$ cat src/rtl/frac_cegen_pkg.sv
// Shared types, SCV default ratios and the config validity check for the
// fractional clock-enable generator.
package frac_cegen_pkg;

    localparam int CEGEN_W  = 10;
    localparam int CEGEN_PW = 2;

    typedef struct packed {
        logic [CEGEN_W-1:0] mul;
        logic [CEGEN_W-1:0] div;
        logic [CEGEN_PW:0]  nph;
    } cegen_cfg_t;

    localparam cegen_cfg_t CEGEN_CPU4 = '{mul: 10'd88, div: 10'd315, nph: 3'd4};
    localparam cegen_cfg_t CEGEN_AUD  = '{mul: 10'd22, div: 10'd105, nph: 3'd1};
    localparam cegen_cfg_t CEGEN_VDC  = '{mul: 10'd1,  div: 10'd7,   nph: 3'd1};

    // Width-agnostic check so channels with non-default W/PW can share it.
    function automatic logic cegen_valid(input logic [31:0] mul,
                                         input logic [31:0] div,
                                         input logic [31:0] nph,
                                         input logic [31:0] max_nph);
        return (mul != 0) && (div != 0) && (mul <= div) &&
               (nph != 0) && (nph <= max_nph);
    endfunction

    function automatic logic cegen_cfg_valid(input cegen_cfg_t c);
        return cegen_valid(32'(c.mul), 32'(c.div), 32'(c.nph), 32'(1 << CEGEN_PW));
    endfunction

endpackage

$ cat src/rtl/frac_cegen_if.sv
// Config, control and pulse bundle between the enable generator and its users.
interface frac_cegen_if #(
    parameter int NCH = 4,
    parameter int W   = 10,
    parameter int PW  = 2,
    parameter int CW  = (NCH > 1) ? $clog2(NCH) : 1
);
    logic              CFG_WE;
    logic [CW-1:0]     CFG_CH;
    logic [W-1:0]      CFG_MUL;
    logic [W-1:0]      CFG_DIV;
    logic [PW:0]       CFG_NPH;
    logic              SYNC;
    logic [NCH-1:0]    RUN;
    logic [NCH-1:0]    CE;
    logic [NCH*PW-1:0] PHASE;
    logic [NCH-1:0]    CFG_ERR;
    logic [NCH-1:0]    PEND;

    modport master (
        output CFG_WE, CFG_CH, CFG_MUL, CFG_DIV, CFG_NPH, SYNC, RUN,
        input  CE, PHASE, CFG_ERR, PEND
    );

    modport slave (
        input  CFG_WE, CFG_CH, CFG_MUL, CFG_DIV, CFG_NPH, SYNC, RUN,
        output CE, PHASE, CFG_ERR, PEND
    );
endinterface

$ cat src/rtl/frac_cegen_ch.sv
// One fractional-enable channel: accumulator, phase counter and an
// active/shadow config pair that switches only at pulse or idle boundaries.
module frac_cegen_ch
    import frac_cegen_pkg::*;
#(
    parameter int W  = CEGEN_W,
    parameter int PW = CEGEN_PW
) (
    input  logic          CLK,
    input  logic          RES,
    input  logic          sync,
    input  logic          run,
    input  logic          wr_en,
    input  logic [W-1:0]  wr_mul,
    input  logic [W-1:0]  wr_div,
    input  logic [PW:0]   wr_nph,
    output logic          ce,
    output logic [PW-1:0] phase_out,
    output logic          cfg_err,
    output logic          pend
);

    localparam logic [W-1:0]  ONE_W   = W'(1);
    localparam logic [PW-1:0] ONE_PH  = PW'(1);
    localparam logic [PW:0]   ONE_NPH = (PW+1)'(1);
    localparam logic [PW:0]   MAX_NPH = {1'b1, {PW{1'b0}}};

    logic [W-1:0]  acc, act_mul, act_div, shd_mul, shd_div;
    logic [PW:0]   act_nph, shd_nph;
    logic [PW-1:0] phase, phase_cnt;
    logic [W:0]    nxt, acc_cnt;
    logic          act_ok, shd_ok, hit, apply;

    always_comb begin
        act_ok    = cegen_valid(32'(act_mul), 32'(act_div), 32'(act_nph), 32'(MAX_NPH));
        shd_ok    = cegen_valid(32'(shd_mul), 32'(shd_div), 32'(shd_nph), 32'(MAX_NPH));
        nxt       = {1'b0, acc} + {1'b0, act_mul};
        hit       = run && act_ok && (nxt >= {1'b0, act_div});
        acc_cnt   = {1'b0, acc};
        phase_cnt = phase;
        if (run && act_ok) begin
            acc_cnt = hit ? (nxt - {1'b0, act_div}) : nxt;
            if (hit) begin
                phase_cnt = ({1'b0, phase} == (act_nph - ONE_NPH)) ? '0 : (phase + ONE_PH);
            end
        end
        // Switch configs only where no pulse can be split: on a hit, or when idle.
        apply = pend && (hit || !run || !act_ok);
    end

    always_ff @(posedge CLK) begin
        if (RES) begin
            acc       <= '0;
            phase     <= '0;
            ce        <= 1'b0;
            phase_out <= '0;
            cfg_err   <= 1'b0;
            pend      <= 1'b0;
            act_mul   <= ONE_W;
            act_div   <= ONE_W;
            act_nph   <= MAX_NPH;
            shd_mul   <= ONE_W;
            shd_div   <= ONE_W;
            shd_nph   <= MAX_NPH;
        end else begin
            if (sync) begin
                acc   <= '0;
                phase <= '0;
                ce    <= 1'b0;
                if (pend) begin
                    act_mul <= shd_mul;
                    act_div <= shd_div;
                    act_nph <= shd_nph;
                    cfg_err <= !shd_ok;
                end
                pend <= 1'b0;
            end else begin
                ce    <= hit;
                acc   <= acc_cnt[W-1:0];
                phase <= phase_cnt;
                if (hit) begin
                    phase_out <= phase;
                end
                if (apply) begin
                    act_mul <= shd_mul;
                    act_div <= shd_div;
                    act_nph <= shd_nph;
                    cfg_err <= !shd_ok;
                    pend    <= 1'b0;
                    if (acc_cnt >= {1'b0, shd_div}) begin
                        acc <= '0;
                    end
                    if ({1'b0, phase_cnt} >= shd_nph) begin
                        phase <= '0;
                    end
                end
            end
            // A write always lands in the shadow, even over a same-edge apply.
            if (wr_en) begin
                shd_mul <= wr_mul;
                shd_div <= wr_div;
                shd_nph <= wr_nph;
                pend    <= 1'b1;
            end
        end
    end

endmodule

$ cat src/rtl/frac_cegen.sv
// Multi-channel fractional clock-enable generator: decodes config writes,
// fans out SYNC/RUN and packs per-channel results onto the bus.
module frac_cegen
    import frac_cegen_pkg::*;
#(
    parameter int NCH = 4,
    parameter int W   = CEGEN_W,
    parameter int PW  = CEGEN_PW
) (
    input logic         CLK,
    input logic         RES,
    frac_cegen_if.slave bus
);

    logic          ce_a   [NCH];
    logic [PW-1:0] ph_a   [NCH];
    logic          err_a  [NCH];
    logic          pend_a [NCH];

    for (genvar g = 0; g < NCH; g++) begin : g_ch
        logic wr_sel;

        // Channel numbers at or above NCH match no instance, so those writes vanish.
        assign wr_sel = bus.CFG_WE && (32'(bus.CFG_CH) == g);

        frac_cegen_ch #(
            .W  (W),
            .PW (PW)
        ) u_ch (
            .CLK       (CLK),
            .RES       (RES),
            .sync      (bus.SYNC),
            .run       (bus.RUN[g]),
            .wr_en     (wr_sel),
            .wr_mul    (bus.CFG_MUL),
            .wr_div    (bus.CFG_DIV),
            .wr_nph    (bus.CFG_NPH),
            .ce        (ce_a[g]),
            .phase_out (ph_a[g]),
            .cfg_err   (err_a[g]),
            .pend      (pend_a[g])
        );
    end

    always_comb begin
        bus.CE      = '0;
        bus.PHASE   = '0;
        bus.CFG_ERR = '0;
        bus.PEND    = '0;
        for (int i = 0; i < NCH; i++) begin
            bus.CE[i]              = ce_a[i];
            bus.PHASE[i*PW +: PW]  = ph_a[i];
            bus.CFG_ERR[i]         = err_a[i];
            bus.PEND[i]            = pend_a[i];
        end
    end

endmodule

$ cat src/flat_wrapper.sv
// flat-port wrapper written by rule: the top's interface ports become plain ports
module frac_cegen_flat import frac_cegen_pkg::*;
#(
    parameter int NCH = 4,
    parameter int W   = CEGEN_W,
    parameter int PW  = CEGEN_PW
)
  (CLK, RES, bus_CFG_WE, bus_CFG_CH, bus_CFG_MUL, bus_CFG_DIV, bus_CFG_NPH, bus_SYNC, bus_RUN, bus_CE, bus_PHASE, bus_CFG_ERR, bus_PEND);
  frac_cegen_if #(.NCH(NCH), .W(W), .PW(PW)) bus_i ();
  input logic CLK;
  input logic RES;
  input wire logic [$bits(bus_i.CFG_WE)-1:0] bus_CFG_WE;
  input wire logic [$bits(bus_i.CFG_CH)-1:0] bus_CFG_CH;
  input wire logic [$bits(bus_i.CFG_MUL)-1:0] bus_CFG_MUL;
  input wire logic [$bits(bus_i.CFG_DIV)-1:0] bus_CFG_DIV;
  input wire logic [$bits(bus_i.CFG_NPH)-1:0] bus_CFG_NPH;
  input wire logic [$bits(bus_i.SYNC)-1:0] bus_SYNC;
  input wire logic [$bits(bus_i.RUN)-1:0] bus_RUN;
  output wire logic [$bits(bus_i.CE)-1:0] bus_CE;
  output wire logic [$bits(bus_i.PHASE)-1:0] bus_PHASE;
  output wire logic [$bits(bus_i.CFG_ERR)-1:0] bus_CFG_ERR;
  output wire logic [$bits(bus_i.PEND)-1:0] bus_PEND;
  assign bus_i.CFG_WE = bus_CFG_WE;
  assign bus_i.CFG_CH = bus_CFG_CH;
  assign bus_i.CFG_MUL = bus_CFG_MUL;
  assign bus_i.CFG_DIV = bus_CFG_DIV;
  assign bus_i.CFG_NPH = bus_CFG_NPH;
  assign bus_i.SYNC = bus_SYNC;
  assign bus_i.RUN = bus_RUN;
  assign bus_CE = bus_i.CE;
  assign bus_PHASE = bus_i.PHASE;
  assign bus_CFG_ERR = bus_i.CFG_ERR;
  assign bus_PEND = bus_i.PEND;
  frac_cegen #(.NCH(NCH), .W(W), .PW(PW)) u_core (.CLK(CLK), .RES(RES), .bus(bus_i));
endmodule
$ cat config.mk
export PLATFORM = sky130hd
export DESIGN_NAME = frac_cegen_flat
export DESIGN_NICKNAME = d
export VERILOG_FILES = /design/src/rtl/frac_cegen_pkg.sv /design/src/rtl/frac_cegen_if.sv /design/src/rtl/frac_cegen_ch.sv /design/src/rtl/frac_cegen.sv /design/src/flat_wrapper.sv
export SDC_FILE = /design/constraint.sdc
export NUM_CORES = 1
export LEC_CHECK = 0
export CAP_MARGIN = 5
export CORE_UTILIZATION = 40
export CTS_CLUSTER_SIZE = 40
export DETAILED_ROUTE_END_ITERATION = 10
export PLACE_DENSITY = 0.6
export REMOVE_ABC_BUFFERS = 1
export SYNTH_ARGS = -nofsm -noshare
export SYNTH_HDL_FRONTEND = slang
export SYNTH_SLANG_ARGS = --single-unit
$ cat constraint.sdc
create_clock -name CLK -period 5.78 [get_ports CLK]
set_input_delay 1.156 -clock CLK [delete_from_list [all_inputs] [get_ports CLK]]
set_output_delay 1.156 -clock CLK [all_outputs]
set_load 0.03 [all_outputs]
======== Word-level counts from Yosys, hierarchy flattened ========
Cells that the tools add are included.
word-level totals
  flip-flop bits (word level) ............. 252
  bits of input ports ..................... 33
  output and inout port bits .............. 20
  logic and storage cells ................. 310
operators by class
  $add $sub $neg .......................... 16
  magnitude comparators ................... 28
  eq/ne operators ......................... 11
  muxes and demuxes ....................... 96
  bitwise logic cells ..................... 1
  reductions and logical operators ........ 110
operators by type and width
  kind                 count
  $mux 10              32
  $reduce_bool 10->1   16
  $ge 11x10->1         8
  $mux 11              8
  $le 10x10->1         8
  $logic_and 1x1->1    48
  $add 10x10->11       4
  $sub 11x10->11       4
  $mux 2               20
  $mux 3               12
  $reduce_bool 3->1    12
  $le 3x3->1 const B   8
  $mux 1               24
  $reduce_and 2->1     8
  $eq 2x3->1           4
  $ge 2x3->1           4
  $logic_not 1->1      12
  $sub 3x1->3 const B  4
  $add 2x1->2 const B  4
  $logic_or 1x1->1     8
  $ne 2x1->1 const B   4
  $reduce_bool 2->1    4
  $eq 2x2->1 const B   2
  $eq 2x1->1 const B   1
  other kinds (3)      3

======== Depth between registers and ports, before layout ========
  depth in word-level cells ............... 13
  gate-level depth with buffers ........... 24

======== Hierarchy ========
Synthesis repeated with hierarchy kept, for this count alone.
second synthesis, totals
  cell total of the unflattened synthesis .. 2,056
  area total of the unflattened synthesis .. 17,943.5 µm²
modules (own cells, without submodules)
  module                               instances  cells an instance  area each (µm²)  sequential area each (µm²)
  frac_cegen_ch (u_core.g_ch[3].u_ch)  1          525                4,521.8          1,261.2
  frac_cegen_ch (u_core.g_ch[1].u_ch)  1          511                4,478.0          1,261.2
  frac_cegen_ch (u_core.g_ch[0].u_ch)  1          508                4,463.0          1,261.2
  frac_cegen_ch (u_core.g_ch[2].u_ch)  1          508                4,443.0          1,261.2
  frac_cegen                           1          4                  37.5             0.0

======== Worst setup path after synthesis ========
No wires, ideal clock.
  kind .................................... flip-flop to flip-flop
  from .................................... register u_core.g_ch[2].u_ch.act_mul[0]
  to ...................................... register u_core.g_ch[2].u_ch.acc[2]
  setup time .............................. 0.161 ns
  arrival time ............................ 5.110 ns
  data required time ...................... 5.619 ns
  path slack .............................. 0.509 ns
  cell stages (with the launch flop) ...... 25
  period minus slack after synthesis ...... 5.271 ns
  path through ............................ dfxtp_1 > ha_1 > inv_1 > fa_1 > nor2b_1 > o31a_1 > o21a_1 > a21oi_1 > xnor2_1 > ha_1 > a211oi_1 > o21ai_1 > o32ai_1 > a21oi_1 > nor2_2 > mux2i_1 > a21oi_1 > ha_1 > o21ai_0 > a21oi_1 > nand2_1 > o21ai_0 > nor3_1 > a2111oi_2 > a211oi_1
between the ends
  word-level cells in the longest chain between the ends .. 12
  elaborated cells between the ends (all ways) .. 20
ends and longest elaborated chain
  item                                                     line                 source
  start: declaration                                       frac_cegen_ch.sv:28  logic [W-1:0] acc, act_mul, act_div, shd_mul, shd_div;
  start signal: assignment                                 frac_cegen_ch.sv:71  act_mul <= shd_mul;
  start signal: assignment                                 frac_cegen_ch.sv:85  act_mul <= shd_mul;
  branches (longest 11 deep; another with $add 10x10->11)  --
  $mux 10 *                                                frac_cegen_ch.sv:84  if (apply) begin
  end signal: assignment                                   frac_cegen_ch.sv:79  acc <= acc_cnt[W-1:0];
  end: declaration                                         frac_cegen_ch.sv:28
Mark *: on every way between the ends.
A chain may end at the register's enable or synchronous reset.

======== Worst setup path after layout ========
  from .................................... register u_core.g_ch[2].u_ch.act_mul[0]
  to ...................................... register u_core.g_ch[2].u_ch.acc[4]
Same word-level chain as after synthesis.

==> impl_metrics.sql <==
INSERT INTO impl_metrics (metric_group, metric, value, unit) VALUES
('placement', 'detailed_place.area', '18300', 'sq um'),
('cells_and_area', 'antenna_cells_inserted', '0', ''),
('timing', 'report.final.hold_viol_count', '0', ''),
('hold_path', 'min_path_type', 'reg2reg', ''),
('clocking', 'cts_inserted_buffers', '28', ''),
('worst_setup_path', 'cp_max_fo', '7', ''),
('power', 'pwr_density_cell', '403', 'nW/um^2'),
('clocking', 'cts_tree', 'yes', ''),
('die', 'core.rowCount', '75', ''),
('drt', 'detailroute.via_count', '15600', ''),
('die', 'die_height', '210', 'um'),
('die', 'design.die.area', '44000', 'sq um'),
('die', 'design.portCount', '53', ''),
('synthesis', 'yosys_register_bits', '252', ''),
('clocking', 'clock_sink_count', '252', ''),
('timing', 'report.final.slew_viol_count', '0', ''),
('synthesis', 'synth.top_cells.by_area', 'sky130_fd_sc_hd__dfxtp_1, sky130_fd_sc_hd__ha_1, sky130_fd_sc_hd__nand2_1, sky130_fd_sc_hd__a21oi_1, sky130_fd_sc_hd__mux2i_1', ''),
('timing', 'clock_skew', '0.0199', 'ns'),
('synthesis', 'netlist_area', '17300', 'sq um'),
('drt', 'detail_route.wl_per_cell', '18.5', 'um'),
('drt', 'first_iter_violations', '1068', ''),
('timing', 'final_setup_fails', '0', ''),
('run_status', 'status', 'complete, no violations', ''),
('drt', 'route.detailed.vias_per_inst', '5.67', ''),
('timing', 'max_slew_margin', '0.171', ''),
('synthesis', 'yosysTopAreaCellShare', '0.292', ''),
('synthesis', 'synthCells', '2168', ''),
('power', 'vdd_ir_drop_max', '518', 'uV'),
('die', 'core_region_area', '42200', 'sq um'),
('synthesis', 'synthArstFlopShare', '0', ''),
('placement', 'dp_cells', '2700', ''),
('die', 'initial_utilization', '0.409', ''),
('clocking', 'clkSlewWorstSetupHoldPaths', '0.06', 'ns'),
('synthesis', 'average_size_of_a_mapped_cell', '7.97', 'sq um'),
('grt', 'grt_pass1_wl', '81500', 'um'),
('cells_and_area', 'layoutNonFillerInstCount', '2759', ''),
('timing', 'max_clock_freq', '0.183', 'GHz'),
('synthesis', 'ys_seq_area_frac', '0.292', ''),
('power', 'total_leakage_power', '8.15', 'nW'),
('synthesis', 'netlist-cell-type-count', '80', ''),
('worst_setup_path', 'endpoint_kind', 'flip-flop', ''),
('worst_setup_path', 'critPathRequiredTime', '6.25', 'ns'),
('drt', 'antenna_violating_nets_post_route', '0', ''),
('cells_and_area', 'final_nets', '2459', ''),
('drt', 'drt_pre_antenna_iters', '5', ''),
('synthesis', 'synth.most_common_cell', 'sky130_fd_sc_hd__nand2_1', ''),
('placement', 'detailed_place_hpwl', '38900', 'um'),
('clocking', 'clkLatencyLatePin', '0.57', 'ns'),
('cells_and_area', 'layout_overhead_on_the_synthesized_area', '13.0', '%'),
('grt', 'global_route.usage.total', '0.230', ''),
('cells_and_area', 'layout.cell_area.non_filler', '19500', 'sq um'),
('worst_setup_path', 'crit_type', 'reg2reg', ''),
('timing', 'final_min_period_over_clock_period', '0.946', ''),
('synthesis', 'synth-main-ff-cell', 'sky130_fd_sc_hd__dfxtp_1', ''),
('clocking', 'clock_tree.root_cell', 'sky130_fd_sc_hd__clkbuf_16', ''),
('placement', 'rd_place_congestion', '0.942', ''),
('worst_setup_path', 'worstPathArrival', '5.93', 'ns'),
('drt', 'route.final.wire_length', '51000', 'um'),
('synthesis', 'synth-edff-count', '0', ''),
('job', 'cap_viol_max_count', '0', ''),
('synthesis', 'post_synth_top_cells', 'sky130_fd_sc_hd__nand2_1, sky130_fd_sc_hd__dfxtp_1, sky130_fd_sc_hd__ha_1', ''),
('cells_and_area', 'drive_above_1_share', '0.0631', ''),
('grt', 'first_global_vias', '15100', ''),
('timing', 'final.setup.tns', '0', 'ns'),
('synthesis', 'synth_top_cell_by_area', 'sky130_fd_sc_hd__dfxtp_1', ''),
('drt', 'post-route-drc-count', '0', ''),
('clocking', 'clock_path_buffers', '3', ''),
('cells_and_area', 'n_fill_cell', '4214', ''),
('clocking', 'h-tree-depth', '1', ''),
('worst_setup_path', 'crit_path_start_kind', 'flip-flop', ''),
('timing', 'post-route-min-period', '5.47', 'ns'),
('placement', 'port-buffer-count', '52', ''),
('grt', 'gr_overflow_total', '0', ''),
('timing', 'tightest_slew', '1.23', 'ns'),
('die', 'floorplan.die.width', '210', 'um'),
('grt', 'grt_start_max_net_pins', '95', ''),
('grt', 'grt_antenna_before_repair', '0', ''),
('synthesis', 'ys.warnings.count', '0', '');
## worst max-delay path: stages, from the launching register on
cell and delay [ns]:
sky130_fd_sc_hd__dfxtp_1 0.38, sky130_fd_sc_hd__ha_1 0.19, sky130_fd_sc_hd__inv_1 0.05, sky130_fd_sc_hd__fa_1 0.40, sky130_fd_sc_hd__nor2b_1 0.16, sky130_fd_sc_hd__o31a_1 0.19, sky130_fd_sc_hd__o21a_1 0.18, sky130_fd_sc_hd__a21oi_1 0.08
sky130_fd_sc_hd__xnor2_1 0.25, sky130_fd_sc_hd__ha_2 0.35, sky130_fd_sc_hd__a211oi_2 0.21, sky130_fd_sc_hd__o21ai_1 0.13, sky130_fd_sc_hd__o32ai_2 0.35, sky130_fd_sc_hd__a21oi_2 0.14, sky130_fd_sc_hd__nor2_4 0.25, sky130_fd_sc_hd__mux2i_1 0.37
sky130_fd_sc_hd__a21oi_1 0.13, sky130_fd_sc_hd__ha_1 0.20, sky130_fd_sc_hd__or3_1 0.35, sky130_fd_sc_hd__a21oi_1 0.19, sky130_fd_sc_hd__o21ai_2 0.10, sky130_fd_sc_hd__nor3b_2 0.25, sky130_fd_sc_hd__a2111oi_4 0.08, sky130_fd_sc_hd__buf_4 0.21
sky130_fd_sc_hd__a211oi_1 0.17
## what timing repair did
action	CTS	global route
setup buffers	0	6
hold buffers	0	0
endpoints found under the setup margin	0	30
gates resized for setup	0	33
## metal layers
metal / up-vias / share of wire / GRT usage
met5: - / 0 / 0
met4: 0 / 0.022 / 0.0659
met3: 77 / 0.039 / 0.0187
met2: 362 / 0.46 / 0.386
met1: 7404 / 0.47 / 0.314
li1: 7806 / - / -
## where the power goes
| part | switching, mW | internal, mW | total, mW |
|---|---|---|---|
| combinational | 2.33 | 1.63 | 3.96 |
| sequential | 0.0883 | 1.85 | 1.94 |
| clock | 0.781 | 1.18 | 1.96 |
| total | 3.20 | 4.66 | 7.86 |
## metrics by stage
stage,utilization,hold slack [ns],setup slack (ns),power [mW]
after floorplan,-,0.430,-1.08,4.63
after global routing,0.462,0.480,-0.0307,8.41
after detailed placement,0.434,0.450,0.133,5.63
after global placement,0.434,0.444,0.297,5.60
final,0.462,0.455,0.314,7.86
after CTS,0.458,0.459,0.0817,7.64
## state kept, by name, indices dropped and copies added, names as in the netlist
register,count
u_core.g_ch.u_ch.phase_out,8
u_core.g_ch.u_ch.shd_div,40
u_core.g_ch.u_ch.ce,4
u_core.g_ch.u_ch.act_mul,40
u_core.g_ch.u_ch.pend,4
u_core.g_ch.u_ch.cfg_err,4
u_core.g_ch.u_ch.shd_nph,12
u_core.g_ch.u_ch.acc,40
u_core.g_ch.u_ch.phase,8
u_core.g_ch.u_ch.act_nph,12
u_core.g_ch.u_ch.act_div,40
u_core.g_ch.u_ch.shd_mul,40
## final cells by class
type                    instances  area, sq um  area share
multi-input cells            1672        11400       0.583
flip-flops and latches        252         5040       0.259
clock buffers                  40          826      0.0423
repair buffers                 92          822      0.0421
well taps                     539          674      0.0346
inverters                     152          571      0.0292
clock inverters                12          190     0.00975
## cell usage in the layout (no fill, tap or decap), drive strengths merged, types with 13 or more instances in the layout
cell type	count
nand2b	19
o21a	26
nand4	29
a21oi	219
a21o	36
mux2i	63
nand3b	16
a2111oi	13
nand3	45
inv	153
clkbuf	40
nor2b	27
nand2	327
clkdlybuf4s50	51
xor2	25
o31ai	18
a211o	14
and3	15
a211oi	31
dfxtp	252
a31oi	22
o21ai	75
ha	220
nor2	169
nor4	32
nor3	37
buf	41
xnor2	34
## logic make-up (layout without fill, tap and decap cells)
kind of cell	count (synthesis)	after routing	share of synthesized area
xor+xnor	59	59	0.0299
flops	252	252	0.292
compound gates	556	556	0.209
simple gates	764	764	0.204
buf+inv	244	296	0.0580
mux	65	65	0.0378
fa+ha+maj	228	228	0.169
## path summary, 6_finish.rpt
| kind | end | slack, ns | start | depth (start not counted) |
|---|---|---|---|---|
| worst max register to register | u_core.g_ch[2].u_ch.acc[4]$_SDFF_PP0_ | 0.31 | u_core.g_ch[2].u_ch.act_mul[0]$_SDFFE_PP1P_ | 24 |
| worst min-delay path | u_core.g_ch[0].u_ch.act_div[9]$_SDFFE_PP0P_ | 0.45 | u_core.g_ch[0].u_ch.act_div[9]$_SDFFE_PP0P_ | 2 |
| worst min register to register | u_core.g_ch[0].u_ch.act_div[9]$_SDFFE_PP0P_ | 0.45 | u_core.g_ch[0].u_ch.act_div[9]$_SDFFE_PP0P_ | 2 |
| worst max-delay path | u_core.g_ch[2].u_ch.acc[4]$_SDFF_PP0_ | 0.31 | u_core.g_ch[2].u_ch.act_mul[0]$_SDFFE_PP1P_ | 24 |
Power figures use the tool's default switching activity.
